$ cat config.mk
export PLATFORM = sky130hd
export DESIGN_NAME = multicycle_cu
export DESIGN_NICKNAME = d
export VERILOG_FILES = /design/src/rtl/multicycle_cu_pkg.sv /design/src/rtl/multicycle_cu_mem_wait_timer.sv /design/src/rtl/multicycle_cu.sv
export SDC_FILE = /design/constraint.sdc
export NUM_CORES = 1
export LEC_CHECK = 0
export CAP_MARGIN = 20
export CORE_MARGIN = 3
export CORE_UTILIZATION = 42
export DETAILED_ROUTE_END_ITERATION = 16
export DONT_BUFFER_PORTS = 1
export PLACE_DENSITY = 0.62
export SYNTH_ARGS = -nofsm -noshare
export SYNTH_HDL_FRONTEND = slang
export SYNTH_SLANG_ARGS = --single-unit
$ cat constraint.sdc
create_clock -name clk -period 2.4 [get_ports clk]
set_input_delay 0.24 -clock clk [delete_from_list [all_inputs] [get_ports clk]]
set_output_delay 0.24 -clock clk [all_outputs]
set_load 0.005 [all_outputs]
$ cat src/rtl/multicycle_cu_pkg.sv
// Shared definitions for the multi-cycle MIPS control unit: opcodes, states,
// ALU codes and datapath mux encodings.
package cu_pkg;

  localparam logic [5:0] OP_RTYPE = 6'b000000;
  localparam logic [5:0] OP_LW    = 6'b100011;
  localparam logic [5:0] OP_SW    = 6'b101011;
  localparam logic [5:0] OP_BEQ   = 6'b000100;
  localparam logic [5:0] OP_BNE   = 6'b000101;
  localparam logic [5:0] OP_J     = 6'b000010;
  localparam logic [5:0] OP_ADDI  = 6'b001000;
  localparam logic [5:0] OP_ANDI  = 6'b001100;
  localparam logic [5:0] OP_ORI   = 6'b001101;
  localparam logic [5:0] OP_SLTI  = 6'b001010;

  typedef enum logic [3:0] {
    S_FETCH, S_DECODE, S_MEM_ADDR, S_MEM_RD, S_MEM_WB, S_MEM_WR,
    S_R_EXEC, S_R_WB, S_I_EXEC, S_I_WB, S_BRANCH, S_JUMP, S_TRAP
  } state_e;

  typedef enum logic [2:0] {
    ALU_ADD   = 3'd0,
    ALU_SUB   = 3'd1,
    ALU_FUNCT = 3'd2,
    ALU_AND   = 3'd3,
    ALU_OR    = 3'd4,
    ALU_SLT   = 3'd5
  } alu_op_e;

  localparam logic [1:0] SRCB_RT      = 2'b00;
  localparam logic [1:0] SRCB_FOUR    = 2'b01;
  localparam logic [1:0] SRCB_IMM     = 2'b10;
  localparam logic [1:0] SRCB_IMM_SH2 = 2'b11;

  localparam logic [1:0] PC_ALU    = 2'b00;
  localparam logic [1:0] PC_ALUOUT = 2'b01;
  localparam logic [1:0] PC_JUMP   = 2'b10;

  function automatic state_e decode_next(input logic [5:0] op);
    case (op)
      OP_RTYPE:                          return S_R_EXEC;
      OP_LW, OP_SW:                      return S_MEM_ADDR;
      OP_BEQ, OP_BNE:                    return S_BRANCH;
      OP_J:                              return S_JUMP;
      OP_ADDI, OP_ANDI, OP_ORI, OP_SLTI: return S_I_EXEC;
      default:                           return S_TRAP;
    endcase
  endfunction

  function automatic alu_op_e i_type_alu_op(input logic [5:0] op);
    case (op)
      OP_ANDI: return ALU_AND;
      OP_ORI:  return ALU_OR;
      OP_SLTI: return ALU_SLT;
      default: return ALU_ADD;
    endcase
  endfunction

endpackage

$ cat src/rtl/multicycle_cu_mem_wait_timer.sv
// Counts consecutive not-ready cycles of a memory access; expired flags the
// cycle on which the wait budget is exhausted and memory is still not ready.
module mem_wait_timer #(
  parameter int LIMIT = 15,
  parameter int CNT_W = (LIMIT > 0) ? $clog2(LIMIT + 1) : 1
) (
  input  logic clk,
  input  logic rst,
  input  logic i_clear,
  input  logic i_count,
  output logic o_expired
);

  localparam bit             ENABLED = (LIMIT > 0);
  localparam logic [CNT_W-1:0] LIMIT_C = CNT_W'(LIMIT);

  logic [CNT_W-1:0] r_count;

  always_ff @(posedge clk or posedge rst) begin
    if (rst) begin
      r_count <= '0;
    end else if (i_clear) begin
      r_count <= '0;
    end else if (i_count && ENABLED && (r_count != LIMIT_C)) begin
      r_count <= r_count + 1'b1;
    end
  end

  // A zero limit disables the timeout entirely: waits become unbounded.
  assign o_expired = ENABLED && i_count && (r_count == LIMIT_C);

endmodule

$ cat src/rtl/multicycle_cu.sv
// Multi-cycle MIPS control unit: Moore sequencer for fetch/decode/execute/
// memory/write-back with a memory-ready handshake and sticky trap causes.
module multicycle_cu
  import cu_pkg::*;
#(
  parameter int ALU_OP_W    = 3,
  parameter int MEM_TIMEOUT = 15
) (
  input  logic                clk,
  input  logic                rst,
  input  logic [5:0]          op_code,
  input  logic                zero,
  input  logic                mem_ready,
  output logic                pc_write,
  output logic [1:0]          pc_src,
  output logic                i_or_d,
  output logic                mem_read,
  output logic                mem_write,
  output logic                ir_write,
  output logic                reg_dst,
  output logic                mem_to_reg,
  output logic                reg_write,
  output logic                alu_src_a,
  output logic [1:0]          alu_src_b,
  output logic [ALU_OP_W-1:0] alu_op,
  output logic                instr_done,
  output logic                illegal,
  output logic                mem_fault,
  output logic [3:0]          state_o
);

  state_e  r_state;
  state_e  w_next_state;
  logic    r_illegal;
  logic    r_mem_fault;
  logic    w_mem_state;
  logic    w_expired;
  logic    w_timer_clear;
  logic    w_timer_count;
  alu_op_e w_alu_code;

  assign w_mem_state   = (r_state == S_FETCH) || (r_state == S_MEM_RD) || (r_state == S_MEM_WR);
  assign w_timer_count = w_mem_state && !mem_ready;
  assign w_timer_clear = !w_mem_state || mem_ready || (w_next_state != r_state);

  mem_wait_timer #(
    .LIMIT(MEM_TIMEOUT)
  ) u_wait_timer (
    .clk      (clk),
    .rst      (rst),
    .i_clear  (w_timer_clear),
    .i_count  (w_timer_count),
    .o_expired(w_expired)
  );

  always_comb begin
    w_next_state = r_state;
    case (r_state)
      S_FETCH: begin
        if (w_expired)      w_next_state = S_TRAP;
        else if (mem_ready) w_next_state = S_DECODE;
      end
      S_DECODE:   w_next_state = decode_next(op_code);
      S_MEM_ADDR: w_next_state = (op_code == OP_LW) ? S_MEM_RD : S_MEM_WR;
      S_MEM_RD: begin
        if (w_expired)      w_next_state = S_TRAP;
        else if (mem_ready) w_next_state = S_MEM_WB;
      end
      S_MEM_WR: begin
        if (w_expired)      w_next_state = S_TRAP;
        else if (mem_ready) w_next_state = S_FETCH;
      end
      S_R_EXEC:                                    w_next_state = S_R_WB;
      S_I_EXEC:                                    w_next_state = S_I_WB;
      S_MEM_WB, S_R_WB, S_I_WB, S_BRANCH, S_JUMP:  w_next_state = S_FETCH;
      S_TRAP:                                      w_next_state = S_TRAP;
      default:                                     w_next_state = S_TRAP;
    endcase
  end

  always_ff @(posedge clk or posedge rst) begin
    if (rst) begin
      r_state     <= S_FETCH;
      r_illegal   <= 1'b0;
      r_mem_fault <= 1'b0;
    end else begin
      r_state <= w_next_state;
      if ((r_state == S_DECODE) && (w_next_state == S_TRAP)) r_illegal <= 1'b1;
      if (w_expired) r_mem_fault <= 1'b1;
    end
  end

  // Outputs decode the state register; rst forces every strobe low at once.
  always_comb begin
    pc_write   = 1'b0;
    pc_src     = PC_ALU;
    i_or_d     = 1'b0;
    mem_read   = 1'b0;
    mem_write  = 1'b0;
    ir_write   = 1'b0;
    reg_dst    = 1'b0;
    mem_to_reg = 1'b0;
    reg_write  = 1'b0;
    alu_src_a  = 1'b0;
    alu_src_b  = SRCB_RT;
    instr_done = 1'b0;
    w_alu_code = ALU_ADD;
    if (!rst) begin
      case (r_state)
        S_FETCH: begin
          mem_read  = 1'b1;
          alu_src_b = SRCB_FOUR;
          ir_write  = mem_ready;
          pc_write  = mem_ready;
        end
        S_DECODE: alu_src_b = SRCB_IMM_SH2;
        S_MEM_ADDR: begin
          alu_src_a = 1'b1;
          alu_src_b = SRCB_IMM;
        end
        S_MEM_RD: begin
          mem_read = 1'b1;
          i_or_d   = 1'b1;
        end
        S_MEM_WB: begin
          reg_write  = 1'b1;
          mem_to_reg = 1'b1;
          instr_done = 1'b1;
        end
        S_MEM_WR: begin
          mem_write  = 1'b1;
          i_or_d     = 1'b1;
          instr_done = mem_ready;
        end
        S_R_EXEC: begin
          alu_src_a  = 1'b1;
          w_alu_code = ALU_FUNCT;
        end
        S_R_WB: begin
          reg_write  = 1'b1;
          reg_dst    = 1'b1;
          instr_done = 1'b1;
        end
        S_I_EXEC: begin
          alu_src_a  = 1'b1;
          alu_src_b  = SRCB_IMM;
          w_alu_code = i_type_alu_op(op_code);
        end
        S_I_WB: begin
          reg_write  = 1'b1;
          instr_done = 1'b1;
        end
        S_BRANCH: begin
          alu_src_a  = 1'b1;
          w_alu_code = ALU_SUB;
          pc_src     = PC_ALUOUT;
          instr_done = 1'b1;
          pc_write   = ((op_code == OP_BEQ) && zero) || ((op_code == OP_BNE) && !zero);
        end
        S_JUMP: begin
          pc_src     = PC_JUMP;
          pc_write   = 1'b1;
          instr_done = 1'b1;
        end
        default: ;
      endcase
    end
    alu_op = ALU_OP_W'(w_alu_code);
  end

  assign illegal   = r_illegal;
  assign mem_fault = r_mem_fault;
  assign state_o   = r_state;

endmodule

==> results of run 1 <==
through the flow:
step	total power, mW	instances	utilization (%)
6_report	0.3436	169	47.38
5_1_grt	0.3586	169	47.38
4_1_cts	0.3464	169	47.38
3_5_place_dp	0.1943	164	45.40
3_3_place_gp	0.1942	164	45.40
2_1_floorplan	0.2012	146	-
placed cells by master (no fill, tap or decap), types with 4 or more instances in the layout:
cell	count
dfrtp_1	10
nand4_1	4
a21oi_1	10
nor2b_1	4
nor3_1	13
o21ai_0	5
nor4_1	8
nand2_1	6
nor2_1	20
buf_4	4
a31oi_1	4
nand2b_1	8
worst paths after layout:
path,start,to,cells past startpoint
min,op_code[4],state_o[3],2
max,state_o[2],alu_op[1],4
min reg2reg,mem_fault,mem_fault,1
min in group asynchronous,rst,u_wait_timer.r_count[3],2
max reg2reg,state_o[1],illegal,5
max in group asynchronous,rst,u_wait_timer.r_count[1],2
layout make-up:
class                      instances  area [um^2]
fill                             247         1231
tap                               28        35.03
sequential                        10        250.2
timing repair buffer               5        40.04
clock buffer                       4        36.28
inverter                           2        7.507
multi-input combinational        120        739.5
cells by family (layout without fill, tap and decap cells):
| family | Yosys count | after routing | synth area share (%) |
|---|---|---|---|
| AND/OR/NAND/NOR | 75 | 75 | 37.21 |
| AO/OA/AOI/OAI | 37 | 37 | 23.29 |
| buffers and inverters | 16 | 11 | 9.703 |
| flip-flops | 10 | 10 | 22.83 |
| XOR/XNOR | 6 | 6 | 4.795 |
| adder cells (fa/ha/maj) | 1 | 1 | 1.141 |
| multiplexers | 1 | 1 | 1.027 |
power by group through the flow:
| stage | Combinational, mW | Sequential, mW | Clock [mW] |
|---|---|---|---|
| after floorplan | 0.0295 | 0.172 | 0 |
| after global placement | 0.0225 | 0.172 | 0 |
| after detailed placement | 0.0227 | 0.172 | 0 |
| after CTS | 0.0242 | 0.168 | 0.154 |
| after global routing | 0.0270 | 0.168 | 0.163 |
| final | 0.0239 | 0.168 | 0.151 |
registers in the layout, summed over array words and instances (netlist names):
register and cells:
state_o 4, u_wait_timer.r_count 4, mem_fault 1, illegal 1
worst reg2reg max path, stage by stage (launching register included):
cell and delay, ns:
dfrtp_1 0.54, nand2b_1 0.28, or3_1 0.39, o32ai_1 0.28
a21oi_1 0.09, a41o_1 0.23
metal layers:
layer,global-route usage [%],wire length [um],share of wire (%)
met1,24.42,1304,48
met2,23.98,1134,42
met3,8.597,251,9.3
met4,1.987,0,0
met5,0,0,0
repair_timing:
action	CTS	global route
hold buffers	1	0
setup endpoints to repair	0	0
resized for setup	0	0
setup buffers	0	0
hold endpoints to repair	10	0
==> flow_metrics.py, run 1 <==
metrics = {
    "sta": {
        "min_period_over_period_pct": 88.98,
        "max_freq_mhz": 468.3,
        "slew_viol_final": 0,
        "final.setup_skew_ns": 0.001725,
        "relSlewSlack_pct": 56.19,
        "fin_crit_ns": 2.135,
        "setup_ws_ns": 0.2646,
        "worstMarginPinSlew_ns": 0.6406,
        "rsz0062_at_grt": "false",
        "tns_ns": 0,
        "hold_violations": 0,
        "setup_viol": 0,
        "hold_ws_ns": 0.1668,
    },
    "grt": {
        "grt_pass1_wl_um": 4581,
        "antenna_found_initial": 0,
        "grt_usage_pct": 17.17,
        "grt.overflow.total": 0,
        "grt_max_degree": 23,
        "grt_pass1_vias": 916,
    },
    "routing": {
        "wl_per_cell_um": 15.92,
        "ant_nets": 0,
        "drc": 0,
        "via_count": 1066,
        "initialDrtViolationCount": 48,
        "vias_per_cell": 6.308,
        "wirelength_um": 2690,
        "drt-pass1-iter-count": 4,
    },
    "clock_tree": {
        "cts_tree": "yes",
        "numCtsBuffers": 3,
        "clock_latency_ns": 0.27,
        "cts.sinks": 10,
        "cts_root_buf": "clkbuf_4",
        "htreeDepth": 1,
        "clkSlewWorstSetupHoldPaths_ns": 0.07,
        "clk_path_buf_depth": 2,
    },
    "synth": {
        "synthTopCellsByCount": "nor2_1, nor3_1, a21oi_1, dfrtp_1",
        "yosysUniqueCellTypes": 42,
        "yosysMostFrequentCell": "nor2_1",
        "synth_nets": 157,
        "syn_area_um2": 1096,
        "synth_top_flop_cell": "dfrtp_1",
        "yosysTopAreaCellShare_pct": 22.83,
        "synth_area_leaders": "dfrtp_1, nor2_1, nor3_1, a21oi_1, nand2b_1",
        "synthCells": 146,
        "synth.largest_area_cell": "dfrtp_1",
        "synth_edf_count": 0,
        "syn_avg_cell_area_um2": 7.507,
        "synth_warnings": 0,
        "synthArstFlopShare_pct": 100.0,
        "yosysSeqAreaShare_pct": 22.83,
        "ys_ff_latch": 10,
    },
    "setup_path": {
        "ff2ff_setup_slack_ns": 0.48,
        "crit_type": "flop to output port",
        "critPathRequiredTime_ns": 2.16,
        "cp_num_buf_inv": 0,
        "path_delay_family": "simple AND/OR/NAND/NOR gates",
        "path_cells": "nor2b_1 > nand4_1 > mux2_2 > nor3_1",
        "crit_path_start_kind": "flop",
        "worstPathMaxFanout": 22,
        "cp_slowest_stage_delay_ns": 0.62,
        "cpMaxStageDelayCell": "dfrtp_1",
        "cp_data_arrival_time_ns": 1.90,
        "end_kind": "output port",
    },
    "power_and_ir_drop": {
        "p_switching_uw": 71.80,
        "comb_power_share_pct": 7.0,
        "internal-power_uw": 271.8,
        "vdd_ir_drop_max_mv": 0.3290,
        "p_leak_nw": 0.4133,
        "power.share.switching_pct": 20.90,
        "pwr-share-seq_pct": 49.0,
        "clockPowerShare_pct": 44.0,
        "powerDensity_nw_per_um2": 310.0,
    },
    "finish": {
        "layout.nets": 153,
        "stdcell_area_um2": 1109,
        "drive_above_1_share_pct": 11.35,
        "area_growth_pct": 1.141,
        "antenna_cells": 0,
    },
    "floorplan": {
        "die_area_um2": 3259,
        "fp-row-count": 17,
        "coreArea_um2": 2340,
        "start_util_pct": 46.84,
        "die-width_um": 57.09,
        "io_pins": 33,
        "die_y_um": 57.09,
    },
    "placement": {
        "gp_congestion": 0.8307,
        "pre_cts_slack_ns": 0.4911,
        "numPortBuffers": 0,
        "place_area_um2": 1062,
        "dp_hpwl_um": 2061,
    },
    "flow_run": {
        "cap_viol_max_count": 0,
    },
    "outcome": {
        "outcome": "completed",
    },
    "hold_path": {
        "worstHoldPathType": "input port to flop",
    },
}
Power figures use the tool's default switching activity.
==> inputs of run 2 (changes only) <==
==> constraint.sdc (replaced) <==
create_clock -name clk -period 2.4 [get_ports clk]
set_input_delay 0.48 -clock clk [delete_from_list [all_inputs] [get_ports clk]]
set_output_delay 0.48 -clock clk [all_outputs]
set_load 0.005 [all_outputs]
==> run 2 against run 1 <==
Net effect:
- clock-buffer cell count shrank 1
- sequential cell count is the same
- sequential share of layout area grew 0.18 points
- global-route usage grew 0.44 points
- critical path type unchanged
==> flow_metrics.py, run 2 (same netlist as run 1, synthesis figures left out) <==
metrics = {
    "outcome": {
        "outcome": "completed",
    },
    "sta": {
        "worstMarginPinSlew_ns": 0.6252,
        "fin_crit_ns": 2.267,
        "relSlewSlack_pct": 57.24,
        "max_freq_mhz": 441.1,
        "tns_ns": 0,
        "min_period_over_period_pct": 94.45,
        "final.setup_skew_ns": 0.001460,
        "rsz0062_at_grt": "false",
        "setup_viol": 0,
        "slew_viol_final": 0,
        "hold_violations": 0,
        "setup_ws_ns": 0.1332,
    },
    "routing": {
        "via_count": 1088,
        "vias_per_cell": 6.438,
        "drt-pass1-iter-count": 4,
        "wirelength_um": 2896,
        "initialDrtViolationCount": 48,
        "wl_per_cell_um": 17.14,
        "drc": 0,
        "ant_nets": 0,
    },
    "finish": {
        "utilization_pct": 47.01,
        "drive_above_1_share_pct": 12.06,
        "antenna_cells": 0,
        "multi_input_area_um2": 739.5,
        "seq_area_um2": 250.2,
        "final_common_cell": "nor2_1",
        "layout.nets": 154,
        "area_growth_pct": 0.3420,
        "n_fill_cell": 254,
        "mostFrequentLayoutCells": "nor2_1, nor3_1, a21oi_1, dfrtp_1",
    },
    "clock_tree": {
        "clk_path_buf_depth": 2,
        "hold_buffers": 0,
        "cts_root_buf": "clkbuf_4",
        "clkSlewWorstSetupHoldPaths_ns": 0.06,
        "clock_latency_ns": 0.26,
        "cts.sinks": 10,
        "cts.repair.resized": 0,
        "cts_tree": "yes",
        "numCtsBuffers": 3,
        "htreeDepth": 1,
        "cts_setup_buffers": 0,
    },
    "placement": {
        "dp_hpwl_um": 2176,
        "numPortBuffers": 0,
        "gp_congestion": 0.8281,
        "pre_cts_slack_ns": 0.4283,
    },
    "floorplan": {
        "die-width_um": 57.09,
        "die_area_um2": 3259,
        "io_pins": 33,
        "die_y_um": 57.09,
        "coreArea_um2": 2340,
        "fp-row-count": 17,
        "start_util_pct": 46.84,
    },
    "power_and_ir_drop": {
        "comb_power_share_pct": 7.9,
        "power_uw": 306.8,
        "pwr-share-seq_pct": 54.9,
        "vdd_ir_drop_max_mv": 0.1966,
        "p_leak_nw": 0.4109,
        "clockPowerShare_pct": 37.2,
        "internal-power_uw": 237.6,
        "p_switching_uw": 69.21,
        "power.share.switching_pct": 22.56,
        "powerDensity_nw_per_um2": 279.0,
    },
    "grt": {
        "grt_pass1_vias": 937,
        "grt_usage_pct": 17.61,
        "grt.overflow.total": 0,
        "grt_pass1_wl_um": 4595,
        "antenna_found_initial": 0,
        "grt_max_degree": 19,
    },
    "flow_run": {
        "cap_viol_max_count": 0,
    },
    "setup_path": {
        "ff2ff_setup_slack_ns": 0.43,
        "crit_type": "flop to output port",
        "cp_slowest_stage_delay_ns": 0.56,
        "critPathRequiredTime_ns": 1.92,
        "cpMaxStageDelayCell": "dfrtp_1",
        "end_kind": "output port",
        "crit_path_start_kind": "flop",
        "cp_data_arrival_time_ns": 1.79,
        "path_cells": "nor2b_1 > nand4_1 > mux2_2 > nor3_1",
        "worstPathMaxFanout": 14,
    },
    "hold_path": {
        "worstHoldPathType": "input port to asynchronous set/reset pin",
    },
}
==> run 2: stage by stage <==
stage / std cells / instance area, um^2 / hold WS, ns
floorplan: 146 / 1096 / 0.4590
global placement: 166 / 1077 / 0.4030
detailed placement: 166 / 1077 / 0.4097
CTS: 169 / 1100 / 0.1240
global route: 169 / 1100 / 0.1258
finish: 169 / 1100 / 0.1269
==> run 2: path summary, 6_finish.rpt <==
path / startpoint / to / cells after the start
worst max register to register: state_o[2] / illegal / 5
worst max-delay path: state_o[2] / alu_op[1] / 4
min in group clk: op_code[4] / state_o[3] / 2
worst min-delay path: rst / state_o[0] / 2
worst min register to register: illegal / illegal / 1
max in group asynchronous: rst / u_wait_timer.r_count[3] / 2
==> run 2: worst max-delay path: cells and delay by family (launching register included) <==
| kind | cells | cell delay [ns] |
|---|---|---|
| flip-flops | 1 | 0.56 |
| multiplexers | 1 | 0.28 |
| AND/OR/NAND/NOR | 3 | 0.68 |
==> run 2: final cells by class <==
type	instances	share of cell area, %
clock buffers	3	2.048
inverters	2	0.6826
multi-input cells	120	67.24
flip-flops and latches	10	22.75
well taps	28	3.185
repair buffers	6	4.096
==> run 2: power groups by stage <==
stage	Clock [mW]	Sequential, mW	Combinational (mW)
6_report	0.114	0.168	0.0241
5_1_grt	0.128	0.168	0.0269
4_1_cts	0.118	0.168	0.0243
3_5_place_dp	0	0.172	0.0243
3_3_place_gp	0	0.172	0.0236
2_1_floorplan	0	0.172	0.0295
==> run 2: metal layers <==
layer / wire, um / global-route usage, % / vias to the layer above
met1: 1376 / 25.86 / 508
met2: 1211 / 23.98 / 38
met4: 26 / 5.960 / 0
met3: 281 / 5.656 / 4
met5: 0 / 0 / -
li1: - / - / 538
==> inputs of run 3 (changes only) <==
- CTS_BUF_LIST: unset -> sky130_fd_sc_hd__clkbuf_8
==> run 3 against run 2 <==
Net effect:
- non-clock buffer count unchanged
- clock skew is 0.00092 ns lower
- sequential power hardly changed
- setup slack gained 0.032 ns
- clock-buffer cell count is the same
- die area did not move
- global-route usage shrank 0.33 points
- critical path type unchanged
- critical endpoint unchanged
- largest cell class unchanged
==> flow_metrics.py, run 3 (same netlist as run 1, synthesis figures left out) <==
metrics = {
    "power_and_ir_drop": {
        "powerDensity_nw_per_um2": 326.4,
        "internal-power_uw": 289.8,
        "comb_power_share_pct": 6.6,
        "clockPowerShare_pct": 47.1,
        "vdd_ir_drop_max_mv": 0.2515,
        "p_leak_nw": 0.4187,
        "pwr-share-seq_pct": 46.3,
        "p_switching_uw": 75.31,
        "power.share.switching_pct": 20.63,
    },
    "placement": {
        "numPortBuffers": 0,
        "gp_congestion": 0.8281,
        "dp.cells": 166,
        "dp_hpwl_um": 2176,
    },
    "clock_tree": {
        "htreeDepth": 1,
        "cts_root_buf": "clkbuf_8",
        "clk_path_buf_depth": 2,
        "clkSlewWorstSetupHoldPaths_ns": 0.05,
        "hold_buffers": 0,
        "cts_setup_buffers": 0,
        "numCtsBuffers": 3,
        "cts.sinks": 10,
        "clock_latency_ns": 0.23,
        "cts_tree": "yes",
        "cts.repair.resized": 0,
    },
    "setup_path": {
        "critPathRequiredTime_ns": 1.92,
        "crit_path_start_kind": "flop",
        "crit_type": "flop to output port",
        "cp_data_arrival_time_ns": 1.75,
        "end_kind": "output port",
        "worstPathMaxFanout": 14,
    },
    "hold_path": {
        "worstHoldPathType": "input port to asynchronous set/reset pin",
    },
    "floorplan": {
        "start_util_pct": 46.84,
        "io_pins": 33,
        "die-width_um": 57.09,
        "die_area_um2": 3259,
        "coreArea_um2": 2340,
        "fp-row-count": 17,
        "die_y_um": 57.09,
    },
    "grt": {
        "grt_usage_pct": 17.28,
        "antenna_found_initial": 0,
        "grt_max_degree": 19,
        "grt_pass1_wl_um": 4595,
        "grt_pass1_vias": 936,
        "grt.overflow.total": 0,
    },
    "routing": {
        "wl_per_cell_um": 17.12,
        "wl_met2_um": 1220,
        "drt-pass1-iter-count": 4,
        "wirelength_um": 2894,
        "wl_met3_um": 298,
        "ant_nets": 0,
        "routed.top_layer": "met4",
        "m1WireLength_um": 1364,
        "drc": 0,
        "via_count": 1076,
        "vias_per_cell": 6.367,
        "initialDrtViolationCount": 49,
    },
    "outcome": {
        "outcome": "completed",
    },
    "sta": {
        "max_freq_mhz": 447.5,
        "rsz0062_at_grt": "false",
        "final.setup_skew_ns": 0.0005443,
        "relSlewSlack_pct": 57.83,
        "hold_violations": 0,
        "worstMarginPinSlew_ns": 0.6166,
        "slew_viol_final": 0,
        "tns_ns": 0,
        "setup_viol": 0,
        "min_period_over_period_pct": 93.12,
        "fin_crit_ns": 2.235,
    },
    "finish": {
        "instances_no_fill": 169,
        "area_growth_pct": 2.055,
        "antenna_cells": 0,
        "layout.nets": 154,
        "utilization_pct": 47.81,
        "mostFrequentLayoutCells": "nor2_1, nor3_1, a21oi_1, dfrtp_1",
        "drive_above_1_share_pct": 12.06,
        "final_common_cell": "nor2_1",
    },
    "flow_run": {
        "cap_viol_max_count": 0,
    },
}
run 3: cell counts in the layout (fill, tap and decap cells not counted):
Identical to the previous run, type by type.
run 3: cell type report:
type	instances	area, um^2
Clock buffer	3	41.29
Inverter	2	7.507
Timing Repair Buffer	6	45.04
Sequential cell	10	250.2
Fill cell	252	1221
Multi-Input combinational cell	120	739.5
Tap cell	28	35.03
run 3: final timing paths:
path,start,slack [ns],end,cells after the start
max,state_o[2],0.17,alu_op[1],4
min,rst,0.17,state_o[0],2
max reg2reg,state_o[2],0.45,illegal,5
min reg2reg,illegal,0.50,illegal,1
max in group asynchronous,rst,2.09,u_wait_timer.r_count[2],2
min in group clk,op_code[4],0.48,state_o[3],2
run 3: stage by stage:
stage / hold WS (ns) / power, mW / area (um^2) / worst slack [ns]
floorplan: 0.4590 / 0.2012 / 1096 / 0.5573
global placement: 0.4030 / 0.1953 / 1077 / 0.4504
detailed placement: 0.4097 / 0.1959 / 1077 / 0.4283
CTS: 0.1606 / 0.3697 / 1119 / 0.1710
global route: 0.1722 / 0.3793 / 1119 / 0.09479
finish: 0.1657 / 0.3651 / 1119 / 0.1652
run 3: critical path: stages, from the launching register on:
cell,delay [ns]
dfrtp_1,0.56
nor2b_1,0.35
nand4_1,0.13
mux2_2,0.28
nor3_1,0.20
run 3: metal layers:
layer | global-route usage [%] | vias to the layer above
met5 | 0 | -
met4 | 2.980 | 0
met3 | 6.109 | 2
met2 | 23.65 | 37
met1 | 26.13 | 502
li1 | - | 535
run 3: power groups by stage:
stage	clock network (mW)	logic, mW	registers (mW)
2_1_floorplan	0	0.0295	0.172
3_3_place_gp	0	0.0236	0.172
3_5_place_dp	0	0.0243	0.172
4_1_cts	0.177	0.0243	0.169
5_1_grt	0.184	0.0269	0.169
6_report	0.172	0.0241	0.169
